## config.mk

```make
export PLATFORM = sky130hd
export DESIGN_NAME = enigma_step_controller
export DESIGN_NICKNAME = d
export VERILOG_FILES = /design/src/rtl/enigma_pkg.sv /design/src/rtl/rotor_position_counter.sv /design/src/rtl/enigma_step_controller.sv
export SDC_FILE = /design/constraint.sdc
export NUM_CORES = 1
export LEC_CHECK = 0
export ABC_AREA = 1
export ABC_CLOCK_PERIOD_IN_PS = 3050
export BUFFER_PORTS_ARGS = -buffer_cell sky130_fd_sc_hd__buf_2
export CORE_MARGIN = 1.5
export CORE_UTILIZATION = 57
export DETAILED_ROUTE_END_ITERATION = 10
export PLACE_DENSITY_LB_ADDON = 0.05
export SLEW_MARGIN = 0
export SYNTH_ARGS = -nofsm -noshare
export SYNTH_HDL_FRONTEND = slang
export SYNTH_SLANG_ARGS = --single-unit
```

## constraint.sdc

```tcl
create_clock -name clock -period 3.05 [get_ports clock]
set_input_delay 0.305 -clock clock [delete_from_list [all_inputs] [get_ports clock]]
set_output_delay 0.305 -clock clock [all_outputs]
set_load 0.1 [all_outputs]
```

## src/rtl/enigma_pkg.sv

```systemverilog
// Shared types and constants for the Enigma keystroke step controller.
// Build option: DOUBLE_STEP_EN selects historical double-stepping in enigma_step_controller.
package enigma_pkg;

    localparam int LETTERS    = 26;
    localparam int NOTCH0_DEF = 16;  // 'Q'
    localparam int NOTCH1_DEF = 4;   // 'E'

    typedef logic [4:0] letter_t;

    typedef enum logic [1:0] {
        IDLE,
        STEP,
        ENCODE,
        DONE
    } state_t;

    // Fold a 5-bit value into 0..25; any input is at most 31, so one subtraction suffices.
    function automatic letter_t wrap_letter(input letter_t v);
        return (v > letter_t'(LETTERS - 1)) ? v - letter_t'(LETTERS) : v;
    endfunction

endpackage

```

## src/rtl/rotor_position_counter.sv

```systemverilog
// Mod-26 rotor position register with load, step enable and notch detect.
// Load takes priority over step; at_notch_o reflects the pre-step position.
module rotor_position_counter
    import enigma_pkg::*;
#(
    parameter int NOTCH = 0
) (
    input  logic       clock,
    input  logic       reset,
    input  logic       load_i,
    input  logic [4:0] load_val_i,
    input  logic       step_i,
    output logic [4:0] pos_o,
    output logic       at_notch_o
);

    letter_t pos_q, pos_d;

    always_comb begin
        // NOTE: default assignment first so every path drives pos_d and no latch is inferred.
        pos_d = pos_q;
        if (load_i) begin
            pos_d = wrap_letter(load_val_i);
        end else if (step_i) begin
            pos_d = (pos_q == letter_t'(LETTERS - 1)) ? '0 : pos_q + 5'd1;
        end
    end

    // NOTE: sequential state uses non-blocking assignment so all registers update together.
    always_ff @(posedge clock) begin
        if (reset) pos_q <= '0;
        else       pos_q <= pos_d;
    end

    assign pos_o      = pos_q;
    assign at_notch_o = (pos_q == letter_t'(NOTCH));

endmodule

```

## src/rtl/enigma_step_controller.sv

```systemverilog
// Sequences one keystroke: accept, step rotors, wait for datapath settle, present result.
// Build option: define DOUBLE_STEP_EN for historical middle-rotor double-stepping.
module enigma_step_controller
    import enigma_pkg::*;
#(
    parameter int SETTLE_CYCLES = 2,
    parameter int NOTCH0        = NOTCH0_DEF,
    parameter int NOTCH1        = NOTCH1_DEF
) (
    input  logic       clock,
    input  logic       reset,
    input  logic       key_valid,
    input  logic [4:0] key_letter,
    output logic       key_ready,
    input  logic       cfg_load,
    input  logic [4:0] cfg_pos0,
    input  logic [4:0] cfg_pos1,
    input  logic [4:0] cfg_pos2,
    output logic [4:0] pos0,
    output logic [4:0] pos1,
    output logic [4:0] pos2,
    output logic [4:0] dp_letter_out,
    input  logic [4:0] dp_letter_in,
    output logic       out_valid,
    input  logic       out_ready,
    output logic [4:0] out_letter,
    output logic       out_err
);

    state_t     state_q, state_d;
    logic [3:0] cnt_q, cnt_d;
    letter_t    letter_q, letter_d;
    logic       err_q, err_d;
    letter_t    out_letter_q, out_letter_d;
    logic       out_err_q, out_err_d;

    logic accept, load_en, step_en, capture;
    logic step1, step2;
    logic at_notch0, at_notch1, notch2_unused;

    assign accept  = key_valid && key_ready;
    assign load_en = cfg_load && (state_q == IDLE);
    assign step_en = (state_q == STEP) && !err_q;
    assign capture = (state_q == ENCODE) && (cnt_q == 4'(SETTLE_CYCLES - 1));

`ifdef DOUBLE_STEP_EN
    // The middle rotor also steps itself (and carries) whenever it sits on its notch.
    assign step1 = step_en && (at_notch0 || at_notch1);
    assign step2 = step_en && at_notch1;
`else
    assign step1 = step_en && at_notch0;
    assign step2 = step1 && at_notch1;
`endif

    rotor_position_counter #(.NOTCH(NOTCH0)) u_rotor0 (
        .clock(clock), .reset(reset), .load_i(load_en), .load_val_i(cfg_pos0),
        .step_i(step_en), .pos_o(pos0), .at_notch_o(at_notch0)
    );
    rotor_position_counter #(.NOTCH(NOTCH1)) u_rotor1 (
        .clock(clock), .reset(reset), .load_i(load_en), .load_val_i(cfg_pos1),
        .step_i(step1), .pos_o(pos1), .at_notch_o(at_notch1)
    );
    rotor_position_counter #(.NOTCH(0)) u_rotor2 (
        .clock(clock), .reset(reset), .load_i(load_en), .load_val_i(cfg_pos2),
        .step_i(step2), .pos_o(pos2), .at_notch_o(notch2_unused)
    );

    always_ff @(posedge clock) begin
        if (reset) state_q <= IDLE;
        else       state_q <= state_d;
    end

    always_comb begin
        state_d = state_q;
        unique case (state_q)
            IDLE:    if (accept) state_d = STEP;
            STEP:    state_d = ENCODE;
            ENCODE:  if (capture) state_d = DONE;
            DONE:    if (out_ready) state_d = IDLE;
            default: state_d = IDLE;
        endcase
    end

    always_comb begin
        key_ready = (state_q == IDLE);
        out_valid = (state_q == DONE);
    end

    // Keystroke and result registers; letter_q stays put from acceptance until the next key.
    always_comb begin
        letter_d     = letter_q;
        err_d        = err_q;
        cnt_d        = cnt_q;
        out_letter_d = out_letter_q;
        out_err_d    = out_err_q;
        if (accept) begin
            letter_d = key_letter;
            err_d    = (key_letter > letter_t'(LETTERS - 1));
        end
        if (state_q == STEP)   cnt_d = '0;
        if (state_q == ENCODE) cnt_d = cnt_q + 4'd1;
        if (capture) begin
            out_letter_d = err_q ? '0 : dp_letter_in;
            out_err_d    = err_q;
        end
    end

    // NOTE: every control and output register is reset, so no X escapes after reset.
    always_ff @(posedge clock) begin
        if (reset) begin
            letter_q     <= '0;
            err_q        <= 1'b0;
            cnt_q        <= '0;
            out_letter_q <= '0;
            out_err_q    <= 1'b0;
        end else begin
            letter_q     <= letter_d;
            err_q        <= err_d;
            cnt_q        <= cnt_d;
            out_letter_q <= out_letter_d;
            out_err_q    <= out_err_d;
        end
    end

    assign dp_letter_out = letter_q;
    assign out_letter    = out_letter_q;
    assign out_err       = out_err_q;

endmodule

```

; Word-level counts from Yosys, hierarchy flattened
; Cells that the tools add are included.
[word_totals]
register_bits = 33
in_bits = 30
[op_classes]
n_addsub = 7
n_lt_le_gt_ge = 4
n_eq_ne = 12
n_mux = 19
n_reduce_logical = 13
[ops]
columns = operator, count
row1 = 5-bit 2-to-1 mux, 13
row2 = 5-bit equality test (second input constant), 4
row3 = 5-bit > comparator (second input constant), 4
row4 = 5-bit by 1-bit adder with 5-bit output (second input constant), 3
row5 = 5-bit subtractor (second input constant), 3
row6 = 4-bit 2-to-1 mux, 2
row7 = 2-bit case mux with 4 select lines, 1
row8 = 2-bit nonzero test, 4
row9 = 1-bit logical AND, 6
row10 = 2-bit 2-to-1 mux, 3
row11 = 5-bit by 3-bit equality test with 1-bit output (second input constant), 1
row12 = 4-bit by 1-bit adder with 4-bit output (second input constant), 1
row13 = 2-bit equality test (second input constant), 2
row14 = 4-bit by 1-bit equality test with 1-bit output (second input constant), 1
row15 = 2-bit by 1-bit != test with 1-bit output (second input constant), 2
row16 = 3-bit AND reduction, 1
row17 = 2-bit by 1-bit equality test with 1-bit output (second input constant), 1
row18 = 2-bit zero test, 1
row19 = 2-bit != test (second input constant), 1
row20 = 1-bit zero test, 1

; Logic depth before layout (Yosys ltp)
[logic_depth]
depth_word = 6
mapped_depth = 11
mapped_depth_nobuf = 11

; Hierarchy
; Synthesis repeated with hierarchy kept, for this count alone.
[unflattened]
cells_unflattened = 325
hier_area_um2 = 2323.5
[by_module_without_submodules]
columns = module, instances, cells_each, area_per_inst_um2, seq_area_each_um2
row1 = enigma_step_controller, 1, 119, 952.2, 360.3
row2 = rotor_position_counter at u_rotor1, 1, 71, 473.0, 100.1
row3 = rotor_position_counter at u_rotor2, 1, 68, 451.7, 100.1
row4 = rotor_position_counter at u_rotor0, 1, 67, 446.7, 100.1

; Worst setup path after synthesis
; No wires, ideal clock.
[synth_path]
kind = flip-flop to flip-flop
start = register state_q[1]
end = register u_rotor0.pos_q[2], in the netlist u_rotor0.pos_o[2]
setup_time_ns = 0.123
arrival_time_ns = 2.011
required_time_ns = 2.927
path_slack_ns = 0.916
path_stages_with_launch = 10
path_buffers = 1
cell_sequence = dfxtp_1 -> inv_1 -> ha_1 -> nand2_2 -> buf_4 -> and2_4 -> nand2_1 -> nand2_1 -> inv_1 -> a21oi_1
[synth_between]
elab_chain_cells = 3
word_cells_on_any_way = 6
cone_classes = eq/ne: 1 / mux: 1 / reduce/logical: 4
[synth_rtl]
columns = item, line_no
row1 = "start, declared", enigma_step_controller.sv:30  ; state_t state_q, state_d;
row2 = "start signal, assigned", enigma_step_controller.sv:70  ; else state_q <= state_d;
row3 = 2-bit zero test (*), -
row4 = named net key_ready, enigma_step_controller.sv:14  ; output logic key_ready,
row5 = 1-bit logical AND (*), enigma_step_controller.sv:42  ; assign load_en = cfg_load && (state_q == IDLE);
row6 = 5-bit 2-to-1 mux / 2-bit nonzero test (equally long branches), -
row7 = "end signal, assigned", rotor_position_counter.sv:32  ; else pos_q <= pos_d;
row8 = "end, declared", rotor_position_counter.sv:17  ; letter_t pos_q, pos_d;
; Mark *: on every way through the listed nets, which the timed path passes. The rest lies on a longest branch.
; A chain may end at the register's enable or synchronous reset.

; Final worst setup path
[layout_path]
start = register state_q[0]
end = register u_rotor2.pos_q[1], in the netlist u_rotor2.pos_o[1]
[layout_between]
elab_chain_cells = 5
word_cells_on_any_way = 8
cone_classes = eq/ne: 1 / mux: 1 / reduce/logical: 6
[layout_rtl]
columns = item, line_no
row1 = 2-bit by 1-bit equality test with 1-bit output, enigma_step_controller.sv:43  ; assign step_en = (state_q == STEP) && !err_q;
row2 = 1-bit logical AND, enigma_step_controller.sv:43
row3 = 1-bit logical AND, enigma_step_controller.sv:51  ; assign step1 = step_en && at_notch0;
row4 = 1-bit logical AND, enigma_step_controller.sv:52  ; assign step2 = step1 && at_notch1;
row5 = 2-bit nonzero test (no source line), -
row6 = "end signal, assigned", rotor_position_counter.sv:32
row7 = "end, declared", rotor_position_counter.sv:17
; Several ways; a longest one is shown, not always the timed one.

==> summary.txt <==
Floorplan
  – # rows: 22
  – I/O pin cnt: 58
  – Die ar.: 4342 µm²
  – Initial core utilization: 60.67%
  – Core area: 3716 µm²
  – Die Ht: 65.90 µm
  – Die width: 65.90 µm

Pwr
  – PwrDens: 961.7 nW/µm²
  – Lkg Pwr: 1.414 nW
  – Worst vdd ir: 0.8119 mV
  – Total Power: 2.588 mW

GRT
  – Total track usage: 25.27%
  – Largest net degree at the start of global routing: 18
  – Antenna violations before repair: 0
  – Overflow after GRT: 0
  – First-pass GRT wire length: 8.611 mm
  – Vias in the first global route: 2053

STA
  – Rel. slew slack: 67.57%
  – Final Setup Violations: 0
  – Worst clock skew: 0.005936 ns
  – Fmax: 0.5593 GHz
  – Final worst path period share: 58.62%
  – Max Transition Viols Final: 0
  – Least-Margin Pin Slew: 0.4898 ns
  – Shortest period the worst path allows: 1.788 ns
  – Fin Setup TNS: 0 ns
  – Hold_ws: 0.2657 ns
  – RSZ-0062 raised after global routing: no
  – Hold Violations, Final: 0

Worst hold path
  – Hold Path Cell Cnt: 3
  – Hold path start: dp_letter_in[3]
  – Hold Crit Class: in -> reg

Logic synthesis
  – Synthesized flop and latch total: 33
  – Post-Syn Nets: 385
  – Mapped Area: 2255 µm²
  – Syn avg cell area: 6.750 µm²
  – Post-Syn Instances: 334
  – Synth area leader: dfxtp_1
  – Synth Warn #: 0
  – Top-area cell type share of the netlist area: 29.30%
  – Area contributors post-synth: dfxtp_1, nand2_1, ha_1
  – Sequential cell area fraction in the yosys report: 29.30%
  – Synth unique cells: 35

Placement
  – Dpl hpwl: 3.780 mm
  – IO Port Bufs: 57
  – Gpl congestion: 0.8303

Outcome
  – Outcome: completed

Route
  – DRT iter0 DRCs: 199
  – Post-Route WL: 5.011 mm
  – Via count: 2285
  – ANT nets after route: 0
  – Vias per cell: 5.170
  – Wire per inst: 11.34 µm
  – DRC violations left: 0
  – Drt pass-1 iters: 4

Setup path
  – CP max FO: 16
  – CP Launch Type: register
  – Worst setup path startpoint: state_q[0]$_SDFFE_PP0P_
  – Setup CP Type: reg -> reg
  – Crit. End Element: register
  – Critical Path RT: 3.23 ns
  – Worst R2R Path Depth: 8
  – Worst EP arrival: 1.97 ns
  – RR Startpoint: state_q[0]$_SDFFE_PP0P_

Clock network
  – PostCTS Resize Cnt: 0
  – Setup bufs post-CTS: 0
  – CTS buffer count: 5
  – H-tree levels: 2
  – Clk slew on worst S/H paths: 0.07 ns
  – Clk_lat worst skew: 0.28 ns
  – CTS Root Cell: clkbuf_8
  – Post-CTS Hold Fix Bufs: 0
  – Clock sink total: 33
  – Longest Clk Path Bufs: 2
  – CTS tree: done

Cells and area
  – Commonest non-fill, non-tap cell in the layout: nand2_1
  – Synth-to-Final Area Change: 19.37%
  – Share of cells above drive strength 1: 21.32%
  – Reg area: 660.6 µm²
  – Area occupied by multi-input gates: 1389 µm²
  – Nets: 444
  – FILL cells: 339
  – ANT cells: 0
  – Commonest cells after routing, fill and taps aside: nand2_1, buf_2, inv_1

Run
  – Max_cap viols: 0
-- where the power goes --
part           total, mW  leakage (nW)  internal [mW]  switching (mW)
combinational       1.51          1.09          0.328            1.18
sequential         0.654         0.270          0.532           0.121
clock              0.422        0.0585          0.266           0.155
total               2.59          1.41           1.13            1.46
-- per-stage QoR --
step	cells	instance area, µm²	worst slack, ns	util [%]
after detailed placement	434	2575	1.299	69.29
after floorplan	334	2255	0.9157	-
after global routing	442	2691	1.100	72.42
after global placement	434	2575	1.389	69.29
final	442	2691	1.262	72.42
after CTS	442	2691	1.251	72.42
-- critical path, cell delays in order, from the launching register on --
cell and delay, ns:
dfxtp_1 0.38, inv_1 0.10, ha_1 0.25, nand2_2 0.25
inv_2 0.21, o21ai_4 0.29, nand2_1 0.09, nand2_1 0.08
a21oi_1 0.05
-- path summary, 6_finish.rpt --
kind	endpoint	slack, ns
worst min-delay path	out_letter[3]$_SDFFE_PP0P_	0.27
worst min register to register	out_err$_SDFFE_PP0P_	0.46
worst max-delay path	u_rotor2.pos_o[1]$_SDFFE_PP0P_	1.26
worst max register to register	u_rotor2.pos_o[1]$_SDFFE_PP0P_	1.26
-- state kept, by name (all words and copies together), names as in the netlist --
register	flops
out_letter	5
cnt_q	4
u_rotor0.pos_o	5
err_q	1
state_q	2
dp_letter_out	5
out_err	1
u_rotor1.pos_o	5
u_rotor2.pos_o	5
-- metal layers --
layer  up-vias  wire, µm  share of wire, %  track usage (%)
li1       1190         -                 -                -
met1      1023      2339                47            31.02
met2        67      2325                46            43.56
met3         5       289               5.8            5.622
met4         0        56               1.1            8.073
met5         -         0                 0                0
-- cells in the mapped netlist --
cell / n
a211oi_1: 1
a21oi_1: 19
a22oi_1: 5
a31oi_1: 3
and2_4: 1
buf_2: 2
buf_4: 1
clkbuf_1: 2
dfxtp_1: 33
ha_1: 21
inv_1: 44
inv_2: 4
nand2_1: 84
nand2_2: 2
nand2_4: 1
nand3_1: 24
nand3_2: 1
nand3_4: 1
nand3b_1: 2
nand4_1: 4
nand4_2: 1
nor2_1: 34
nor2_2: 3
nor2_4: 3
nor3_1: 3
nor4_1: 1
o2111ai_1: 1
o21a_1: 2
o21ai_0: 20
o21ai_1: 2
o21ai_2: 1
o21ai_4: 1
or2_2: 1
xnor2_1: 1
xor2_1: 5
-- layout make-up --
type / instances / share of cell area, %
Clock buffer: 7 / 3.208
Clock inverter: 1 / 1.116
Inverter: 48 / 6.695
Multi-Input combinational cell: 248 / 51.60
Sequential cell: 33 / 24.55
Tap cell: 48 / 2.232
Timing Repair Buffer: 57 / 10.60
-- cells by family (layout without fill, tap and decap cells) --
group | after synthesis | after routing | share of synthesized area (%)
compound gates | 55 | 55 | 14.10
simple gates | 166 | 166 | 33.52
fa+ha+maj | 21 | 21 | 11.65
xor+xnor | 6 | 6 | 2.331
buf+inv | 53 | 113 | 9.101
flops | 33 | 33 | 29.30
Power figures use the tool's default switching activity.
